## src/rtl/ysyx_25060170_pipe_stage_pkg.sv

```systemverilog
// ysyx_25060170_pipe_stage_pkg: shared state encoding, payload layout and boot constants
package ysyx_25060170_pipe_stage_pkg;
  typedef enum logic [1:0] {ST_EMPTY, ST_ONE, ST_FULL} state_e;
  typedef struct packed {
    logic [31:0] inst;
    logic [31:0] pc;
  } if_id_t;
  localparam int IF_ID_W = $bits(if_id_t);
  localparam logic [31:0] RST_PC = 32'h8000_0000;
  function automatic logic [1:0] occ_of(state_e s);
    return s == ST_FULL ? 2'd2 : s == ST_ONE ? 2'd1 : 2'd0;
  endfunction
endpackage

```

## src/rtl/ysyx_25060170_pipe_stage_if.sv

```systemverilog
// ysyx_25060170_pipe_stage_if: valid/ready/data handshake bundle between pipeline stages
interface ysyx_25060170_pipe_stage_if #(parameter int DW = ysyx_25060170_pipe_stage_pkg::IF_ID_W);
  logic valid;
  logic ready;
  logic [DW-1:0] data;
  modport master(output valid, data, input ready);
  modport slave(input valid, data, output ready);
endinterface

```

## src/rtl/ysyx_25060170_sat_cnt.sv

```systemverilog
// ysyx_25060170_sat_cnt: saturating accumulator, adds inc when en, clamps at all-ones
module ysyx_25060170_sat_cnt #(
  parameter int W  = 32,
  parameter int IW = 2
) (
  input  logic          clk,
  input  logic          rst,
  input  logic          en,
  input  logic [IW-1:0] inc,
  output logic [W-1:0]  cnt
);
  localparam int SW = W + IW;
  logic [W-1:0] cnt_q, cnt_d;
  logic [SW-1:0] sum;
  always_comb begin
    sum = SW'(cnt_q) + SW'(inc);
    cnt_d = !en ? cnt_q : |sum[SW-1:W] ? '1 : sum[W-1:0];
  end
  always_ff @(posedge clk) cnt_q <= rst ? '0 : cnt_d;
  assign cnt = cnt_q;
endmodule

```

## src/rtl/ysyx_25060170_pipe_stage.sv

```systemverilog
// ysyx_25060170_pipe_stage: handshake pipeline register with optional skid entry, flush and drop counter
module ysyx_25060170_pipe_stage
  import ysyx_25060170_pipe_stage_pkg::*;
#(
  parameter int             DW        = IF_ID_W,
  parameter bit             SKID      = 1'b1,
  parameter bit             RST_VALID = 1'b0,
  parameter logic [DW-1:0]  RST_DATA  = '0,
  parameter int             CNT_W     = 32
) (
  input  logic                         clk,
  input  logic                         rst,
  ysyx_25060170_pipe_stage_if.slave    in_if,
  ysyx_25060170_pipe_stage_if.master   out_if,
  input  logic                         flush,
  output logic [1:0]                   occupancy,
  output logic [CNT_W-1:0]             flush_cnt
);
  state_e state_q, state_d;
  logic [DW-1:0] main_q, main_d, skid_q, skid_d;
  logic in_ready, in_fire, out_fire;
  assign out_if.valid = state_q != ST_EMPTY;
  assign out_if.data = main_q;
  assign in_if.ready = in_ready;
  assign in_fire = in_if.valid & in_ready;
  assign out_fire = out_if.valid & out_if.ready;
  assign occupancy = occ_of(state_q);
  always_comb begin
    state_d = state_q;
    main_d = main_q;
    skid_d = skid_q;
    if (flush) begin
      state_d = ST_EMPTY;
      main_d = '0;
      skid_d = '0;
    end else begin
      case (state_q)
        ST_EMPTY: if (in_fire) begin
          state_d = ST_ONE;
          main_d = in_if.data;
        end
        ST_ONE: if (in_fire && out_fire) main_d = in_if.data;
        else if (in_fire) begin
          state_d = ST_FULL;
          skid_d = in_if.data;
        end else if (out_fire) state_d = ST_EMPTY;
        ST_FULL: if (out_fire) begin
          state_d = ST_ONE;
          main_d = skid_q;
        end
        default: state_d = ST_EMPTY;
      endcase
    end
  end
  always_ff @(posedge clk) begin
    state_q <= rst ? (RST_VALID ? ST_ONE : ST_EMPTY) : state_d;
    main_q <= rst ? RST_DATA : main_d;
  end
  generate
    if (SKID) begin : g_skid
      // in_ready is its own flop so out_ready never reaches upstream combinationally
      logic in_ready_q;
      logic [DW-1:0] skid_r;
      always_ff @(posedge clk) begin
        skid_r <= rst ? '0 : skid_d;
        in_ready_q <= rst ? 1'b1 : state_d != ST_FULL;
      end
      assign skid_q = skid_r;
      assign in_ready = in_ready_q;
    end else begin : g_noskid
      logic unused_skid;
      assign unused_skid = ^skid_d;
      assign skid_q = '0;
      assign in_ready = !out_if.valid | out_if.ready;
    end
  endgenerate
  ysyx_25060170_sat_cnt #(.W(CNT_W), .IW(2)) u_flush_cnt (
    .clk (clk),
    .rst (rst),
    .en  (flush),
    .inc (occupancy - 2'(out_fire) + 2'(in_fire)),
    .cnt (flush_cnt)
  );
endmodule

```

## src/flat_wrapper.sv

```systemverilog
// flat-port wrapper written by rule: the top's interface ports become plain ports
module ysyx_25060170_pipe_stage_flat import ysyx_25060170_pipe_stage_pkg::*;
#(
  parameter int             DW        = IF_ID_W,
  parameter bit             SKID      = 1'b1,
  parameter bit             RST_VALID = 1'b0,
  parameter logic [DW-1:0]  RST_DATA  = '0,
  parameter int             CNT_W     = 32
)
  (clk, rst, flush, occupancy, flush_cnt, in_if_valid, in_if_data, in_if_ready, out_if_valid, out_if_data, out_if_ready);
  ysyx_25060170_pipe_stage_if #(.DW(DW)) in_if_i ();
  ysyx_25060170_pipe_stage_if #(.DW(DW)) out_if_i ();
  input  logic clk;
  input  logic rst;
  input  logic flush;
  output logic [1:0] occupancy;
  output logic [CNT_W-1:0] flush_cnt;
  input wire logic [$bits(in_if_i.valid)-1:0] in_if_valid;
  input wire logic [$bits(in_if_i.data)-1:0] in_if_data;
  output wire logic [$bits(in_if_i.ready)-1:0] in_if_ready;
  output wire logic [$bits(out_if_i.valid)-1:0] out_if_valid;
  output wire logic [$bits(out_if_i.data)-1:0] out_if_data;
  input wire logic [$bits(out_if_i.ready)-1:0] out_if_ready;
  assign in_if_i.valid = in_if_valid;
  assign in_if_i.data = in_if_data;
  assign in_if_ready = in_if_i.ready;
  assign out_if_valid = out_if_i.valid;
  assign out_if_data = out_if_i.data;
  assign out_if_i.ready = out_if_ready;
  ysyx_25060170_pipe_stage #(.DW(DW), .SKID(SKID), .RST_VALID(RST_VALID), .RST_DATA(RST_DATA), .CNT_W(CNT_W)) u_core (.clk(clk), .rst(rst), .in_if(in_if_i), .out_if(out_if_i), .flush(flush), .occupancy(occupancy), .flush_cnt(flush_cnt));
endmodule
```

## config.mk

```make
export PLATFORM = sky130hd
export DESIGN_NAME = ysyx_25060170_pipe_stage_flat
export DESIGN_NICKNAME = d
export VERILOG_FILES = /design/src/rtl/ysyx_25060170_pipe_stage_pkg.sv /design/src/rtl/ysyx_25060170_pipe_stage_if.sv /design/src/rtl/ysyx_25060170_sat_cnt.sv /design/src/rtl/ysyx_25060170_pipe_stage.sv /design/src/flat_wrapper.sv
export SDC_FILE = /design/constraint.sdc
export NUM_CORES = 1
export LEC_CHECK = 0
export ABC_AREA = 1
export BUFFER_PORTS_ARGS = -buffer_cell sky130_fd_sc_hd__clkbuf_2
export CAP_MARGIN = 40
export CORE_MARGIN = 1.5
export CORE_UTILIZATION = 49
export CTS_BUF_LIST = sky130_fd_sc_hd__clkbuf_4 sky130_fd_sc_hd__clkbuf_8
export DETAILED_ROUTE_END_ITERATION = 10
export PLACE_DENSITY = 0.74
export SYNTH_ARGS = -nofsm -noshare
export SYNTH_HDL_FRONTEND = slang
export SYNTH_SLANG_ARGS = --single-unit
```

## constraint.sdc

```tcl
create_clock -name clk -period 2.9 [get_ports clk]
set_input_delay 0.58 -clock clk [delete_from_list [all_inputs] [get_ports clk]]
set_output_delay 0.58 -clock clk [all_outputs]
set_load 0.1 [all_outputs]
```

Yosys cells after proc, flatten, opt, wreduce, memory -nomap -nowiden
Index checks and enable logic that the tools add are counted.
- bitwise gates (word level): 3
- eq/ne operators: 6
- reduce and logical (&&, ||, !) cells: 8
- multiplexer cells: 14
- add/sub/neg operators: 3
- operators by type and width (kind ; number):
    $mux W64 ; 3
    $pmux W64 S3 ; 1
    $add A32 B2 Y33 ; 1
    $mux W32 ; 1
    $mux W2 ; 7
    $pmux W2 S3 ; 1
    $ne A2 B1 Y1 const B ; 2
    $ne A2 B2 Y1 const B ; 2
    $reduce_and A4 Y1 ; 1
    $reduce_or A2 Y1 ; 2
    $reduce_and A3 Y1 ; 1
    $reduce_bool A3 Y1 ; 1
    $add A2 B1 Y2 ; 1
    $and A1 B1 Y1 ; 2
    $eq A2 B1 Y1 const B ; 1
    $eq A2 B2 Y1 const B ; 1
    $logic_not A2 Y1 ; 1
    $reduce_bool A2 Y1 ; 1
    $sub A2 B1 Y2 ; 1
    $logic_and A1 B1 Y1 ; 1
    $mux W1 ; 1
    $not A1 Y1 ; 1
- input bits: 69
- register bits: 163
- output and inout port bits: 100

Longest topological paths before layout
- depth in word-level cells: 8
- mapped depth: 16
- mapped depth without buffers: 16

By module
A second synthesis with hierarchy kept.
- cells, all modules: 1153
- area, all modules: 7721.2 um^2
- modules (own cells, without submodules) (module ; cells each ; area an instance (um^2) ; seq. area each (um^2) ; times used):
    ysyx_25060170_pipe_stage ; 863 ; 5793.1 ; 2622.5 ; 1
    ysyx_25060170_sat_cnt ; 290 ; 1928.1 ; 640.6 ; 1

Worst setup path after synthesis
OpenSTA, ideal clock, no wires.
- kind: reg-to-reg
- start: reg u_core.state_q[0]
- end: reg u_core.u_flush_cnt.cnt_q[26], in the netlist u_core.u_flush_cnt.cnt[26]
- library setup time: 0.128 ns
- buffers on the path: 0
- arrival time: 3.070 ns
- path slack: -0.297 ns
- cell stages (with the launch flop): 16
- required time: 2.772 ns
- cells stage by stage: dfxtp_1 -> inv_2 -> nor2_2 -> nand2_1 -> o21ai_0 -> ha_1 -> ha_1 -> fa_1 -> nand2_2 -> nor2_4 -> nand2_4 -> nor2_8 -> nand3_4 -> o21ai_0 -> nor2_1 -> nor2_1
- cells in the longest elaborated chain, start to end: 8
- elaborated cells on any way between the ends: 11
- ends and longest elaborated chain (item ; RTL line ; RTL):
    start: declaration ; ysyx_25060170_pipe_stage.sv:19 ; state_e state_q, state_d;
    start signal: assignment ; ysyx_25060170_pipe_stage.sv:56 ; state_q <= rst ? (RST_VALID ? ST_ONE : ST_EMPTY) : state_d;
    $eq A2 B1 Y1 ; ysyx_25060170_pipe_stage_pkg.sv:11 ; return s == ST_FULL ? 2'd2 : s == ST_ONE ? 2'd1 : 2'd0;
    $mux W1 ; ysyx_25060170_pipe_stage_pkg.sv:11 ;
    $mux W2 * ; ysyx_25060170_pipe_stage_pkg.sv:11 ;
    via occupancy[0] ; flat_wrapper.sv:16 ; output logic [1:0] occupancy;
    $sub A2 B1 Y2 * ; ysyx_25060170_pipe_stage.sv:81 ; .inc (occupancy - 2'(out_fire) + 2'(in_fire)),
    $add A2 B1 Y2 * ; ysyx_25060170_pipe_stage.sv:81 ;
    $add A32 B2 Y33 * ; ysyx_25060170_sat_cnt.sv:16 ; sum = SW'(cnt_q) + SW'(inc);
    $reduce_or A2 Y1 ; ysyx_25060170_sat_cnt.sv:17 ; cnt_d = !en ? cnt_q : |sum[SW-1:W] ? '1 : sum[W-1:0];
    $mux W32 * ; ysyx_25060170_sat_cnt.sv:17 ;
    end signal: assignment ; ysyx_25060170_sat_cnt.sv:19 ; always_ff @(posedge clk) cnt_q <= rst ? '0 : cnt_d;
    end: declaration ; ysyx_25060170_sat_cnt.sv:13 ; logic [W-1:0] cnt_q, cnt_d;
The timed path passes the listed nets; every way through them passes the cells marked *.
A chain may end at the register's enable or synchronous reset.

Final worst setup path
- start: reg u_core.state_q[1]
- end: out occupancy[1]
- cells in the longest elaborated chain, start to end: 2
- ends and longest elaborated chain (item ; RTL line):
    $eq A2 B2 Y1 ; ysyx_25060170_pipe_stage_pkg.sv:11
    $mux W2 ; ysyx_25060170_pipe_stage_pkg.sv:11
    end: declaration ; flat_wrapper.sv:16
Every way passes these cells.

==> key figures <==
Run status
  – Outcome: completed

Final layout
  – Fin nets: roughly 1,200
  – Most frequent cells in the layout: 322 x nand2_1, 168 x clkbuf_2, 162 x dfxtp_1, 82 x a21oi_1, 63 x inv_1
  – Area added between synthesis and finish: 19.19%
  – Diodes inserted: 0
  – Layout fillers: approximately 1,400
  – Commonest non-fill, non-tap cell in the layout: nand2_1
  – Share of cells above drive strength 1: ~22%

Clock tree
  – CTS tree: built
  – Clock Latency Late Sink: approximately 0.46 ns
  – Post-CTS Setup Inserts: 0
  – Clock root cell: clkbuf_8
  – Maximum level of the CTS H-tree: 4
  – Num CTS Buffers: 17
  – Hold buffers post-CTS: 0
  – Post-CTS Resized: 0
  – CTS clk-pin slew, worst paths: approximately 0.090 ns
  – Clk sinks: between 150 and 200
  – Clk buf depth: 2

STA
  – Final Hold Fails: 0
  – Min cycle time layout: approximately 2.7 ns
  – Total negative setup slack: 0 ns
  – FMAX: ~380 MHz
  – Final Cycle Share: between 90% and 100%
  – Post-route setup slack: roughly 0.25 ns
  – Slew of the pin with the lowest slew margin: roughly 0.6 ns
  – Setup violators final: 0
  – Slew margin rel.: about three fifths
  – Clk_skew: between 0.01 and 0.015 ns
  – Slew Limit Fails: 0
  – RSZ-0062 raised after global routing: no

Pwr
  – Power density cells: ~530 nW/um^2
  – LEAKAGE: roughly 3.8 nW
  – Max VDD drop: 0.0003814 V

Drt
  – Vias: slightly below 7,000
  – TritonRoute pass-1 iters: 5
  – Initial DRC Count: between 400 and 500
  – Routed WL: roughly 18,000 um
  – DR WL/cell: around 14 um
  – Post-route ant nets: 0
  – DRC viols: 0
  – DR vias/cell: 5.143

Worst hold path
  – Hold depth: 3
  – HP Start: in_if_data[14]
  – Class of the worst hold path: input port to register
  – WHS Endpoint: u_core.g_skid.skid_r[14]

Yosys
  – Share of the synthesized area in the top cell type: between 40 and 50%
  – Sequential area share after synthesis: 45.18%
  – Yosys cell types: 35
  – Yosys warns: 0
  – Syn nets: approximately 1,100
  – Post-synthesis cell area: between 7000 and 8000 um^2
  – Post-Syn Instances: approximately 1,000
  – Avg Inst Size Synth: 7.371 um^2
  – Area contributors post-synth: dfxtp_1 45%, nand2_1 17%, a21oi_1 5.7%, o21bai_1 5.3%, a31oi_1 4.5%
  – #FFs+latches synth: 163
  – Largest area contributor in the netlist: dfxtp_1
  – Synth Flop Type: dfxtp_1
  – Async set-or-reset flop fraction in the synthesized netlist: 0%
  – EDFF count, synth: 0

Placed design
  – Post-DP HPWL: roughly 12,000 um
  – Dpl ws: ~0.058 ns
  – I/O Buffers: between 150 and 200
  – RD Place Congestion: 0.8526

Run
  – Max cap viols: 0

Setup path
  – CP Data Required Time: roughly 2.3 ns
  – Setup slack, reg-to-reg: around 0.30 ns
  – Worst Setup End Kind: primary output
  – CP arrival: around 2.1 ns
  – RR Endpoint: u_core.u_flush_cnt.cnt[26]
  – Critical path class: register to primary output
  – Crit-path max FO: 51
  – Startpoint types: register
  – Register-to-Register Path Depth: 15
  – Critical path origin: u_core.state_q[1]
  – Reg2reg start: u_core.state_q[0]

Die
  – Std-Cell Core Area: 14,480 um^2
  – I/O pin cnt: about 170
  – DIE WIDTH: 124.4 um
  – Full die area: ~15,000 um^2
  – Rows: 44
  – Die height: approximately 120 um
  – Initial Util: between 40 and 50%

Global routing
  – GR Util met3: under 10%
  – Total track usage: a little under a quarter
  – Busiest grt layer: met2
  – Largest net degree at the start of global routing: 80
  – Met1 Track Usage GR: 30.43%
  – Number of global-route vias before repair: slightly above 6,000
  – GRT met2 Usage: 37.49%
  – Global-route wire length before repair: 29,720 um
  – Initial antenna violation count: 1
  – Global route total overflow: 0
-- cell families after synthesis --
family	after synthesis	share of synthesized area (%)
and+or+nand+nor	450	25.90
buffers and inverters	127	7.189
xor gates and xnor gates	13	1.576
adders and majority gates	4	0.7969
DFF	163	45.18
AOI/OAI and AO/OA	223	19.37
-- report_power, final --
group,switching [mW],internal (mW)
clock network,0.884,0.736
registers,0.0302,2.28
logic,0.512,0.145
-- worst max-delay path by stage --
stage                                 end  depth (start not counted)  slack [ns]
5_1_grt        u_core.u_flush_cnt.cnt[19]                         16        0.02
2_1_floorplan  u_core.u_flush_cnt.cnt[26]                         15        0.07
6_report                     occupancy[1]                          4        0.25
3_3_place_gp   u_core.u_flush_cnt.cnt[26]                         15        0.14
4_1_cts                      occupancy[1]                          4        0.20
3_5_place_dp   u_core.u_flush_cnt.cnt[26]                         15        0.06
-- registers in the layout, summed over array words and instances, names as in the netlist --
| signal | count |
|---|---|
| u_core.g_skid.skid_r | 64 |
| u_core.out_if.data | 64 |
| u_core.u_flush_cnt.cnt | 32 |
| u_core.state_q | 2 |
| u_core.in_if.ready | 1 |
-- metal layers --
| metal | up-vias | part of all wire [%] |
|---|---|---|
| met2 | 174 | 47 |
| met5 | - | 0 |
| met3 | 18 | 6.2 |
| met4 | 0 | 1.4 |
| li1 | 3494 | - |
| met1 | 3092 | 46 |
-- synth_stat cells, drive strengths merged (6+ instances only) --
cell / number
dfxtp: 163
clkbuf: 35
xor2: 7
a31oi: 52
a211oi: 15
inv: 68
a21oi: 82
o21bai: 51
nand3: 33
nor2: 71
buf: 24
nand2: 328
o21ai: 22
nand4: 9
xnor2: 6
-- worst max-delay path, stage by stage (launching register included) --
cell and delay (ns):
dfxtp_1 0.39, inv_2 0.09, nor2_4 0.08, buf_4 0.48, clkbuf_2 0.56
-- cell type report --
cell class,instances,area (um^2),share of cell area (%)
Timing Repair Buffer,181,1013,11.77
Inverter,68,256.5,2.979
Sequential cell,163,3264,37.92
Tap cell,184,230.2,2.674
Clock buffer,19,261.5,3.037
Multi-Input combinational cell,690,3458,40.17
Clock inverter,13,125.1,1.453
-- stage by stage --
step / power [mW] / util [%] / cell area (um^2) / std cells / hold WS [ns]
3_5_place_dp: 3.026 / 56.79 / 8223 / 1286 / 0.4464
2_1_floorplan: 2.863 / - / 7229 / 980 / 0.4345
5_1_grt: 4.783 / 59.46 / 8610 / 1318 / 0.3200
6_report: 4.592 / 59.46 / 8610 / 1318 / 0.3526
3_3_place_gp: 3.021 / 56.79 / 8223 / 1286 / 0.4453
4_1_cts: 4.632 / 59.46 / 8610 / 1318 / 0.3293
No activity file was read; power rests on OpenSTA's default activity.
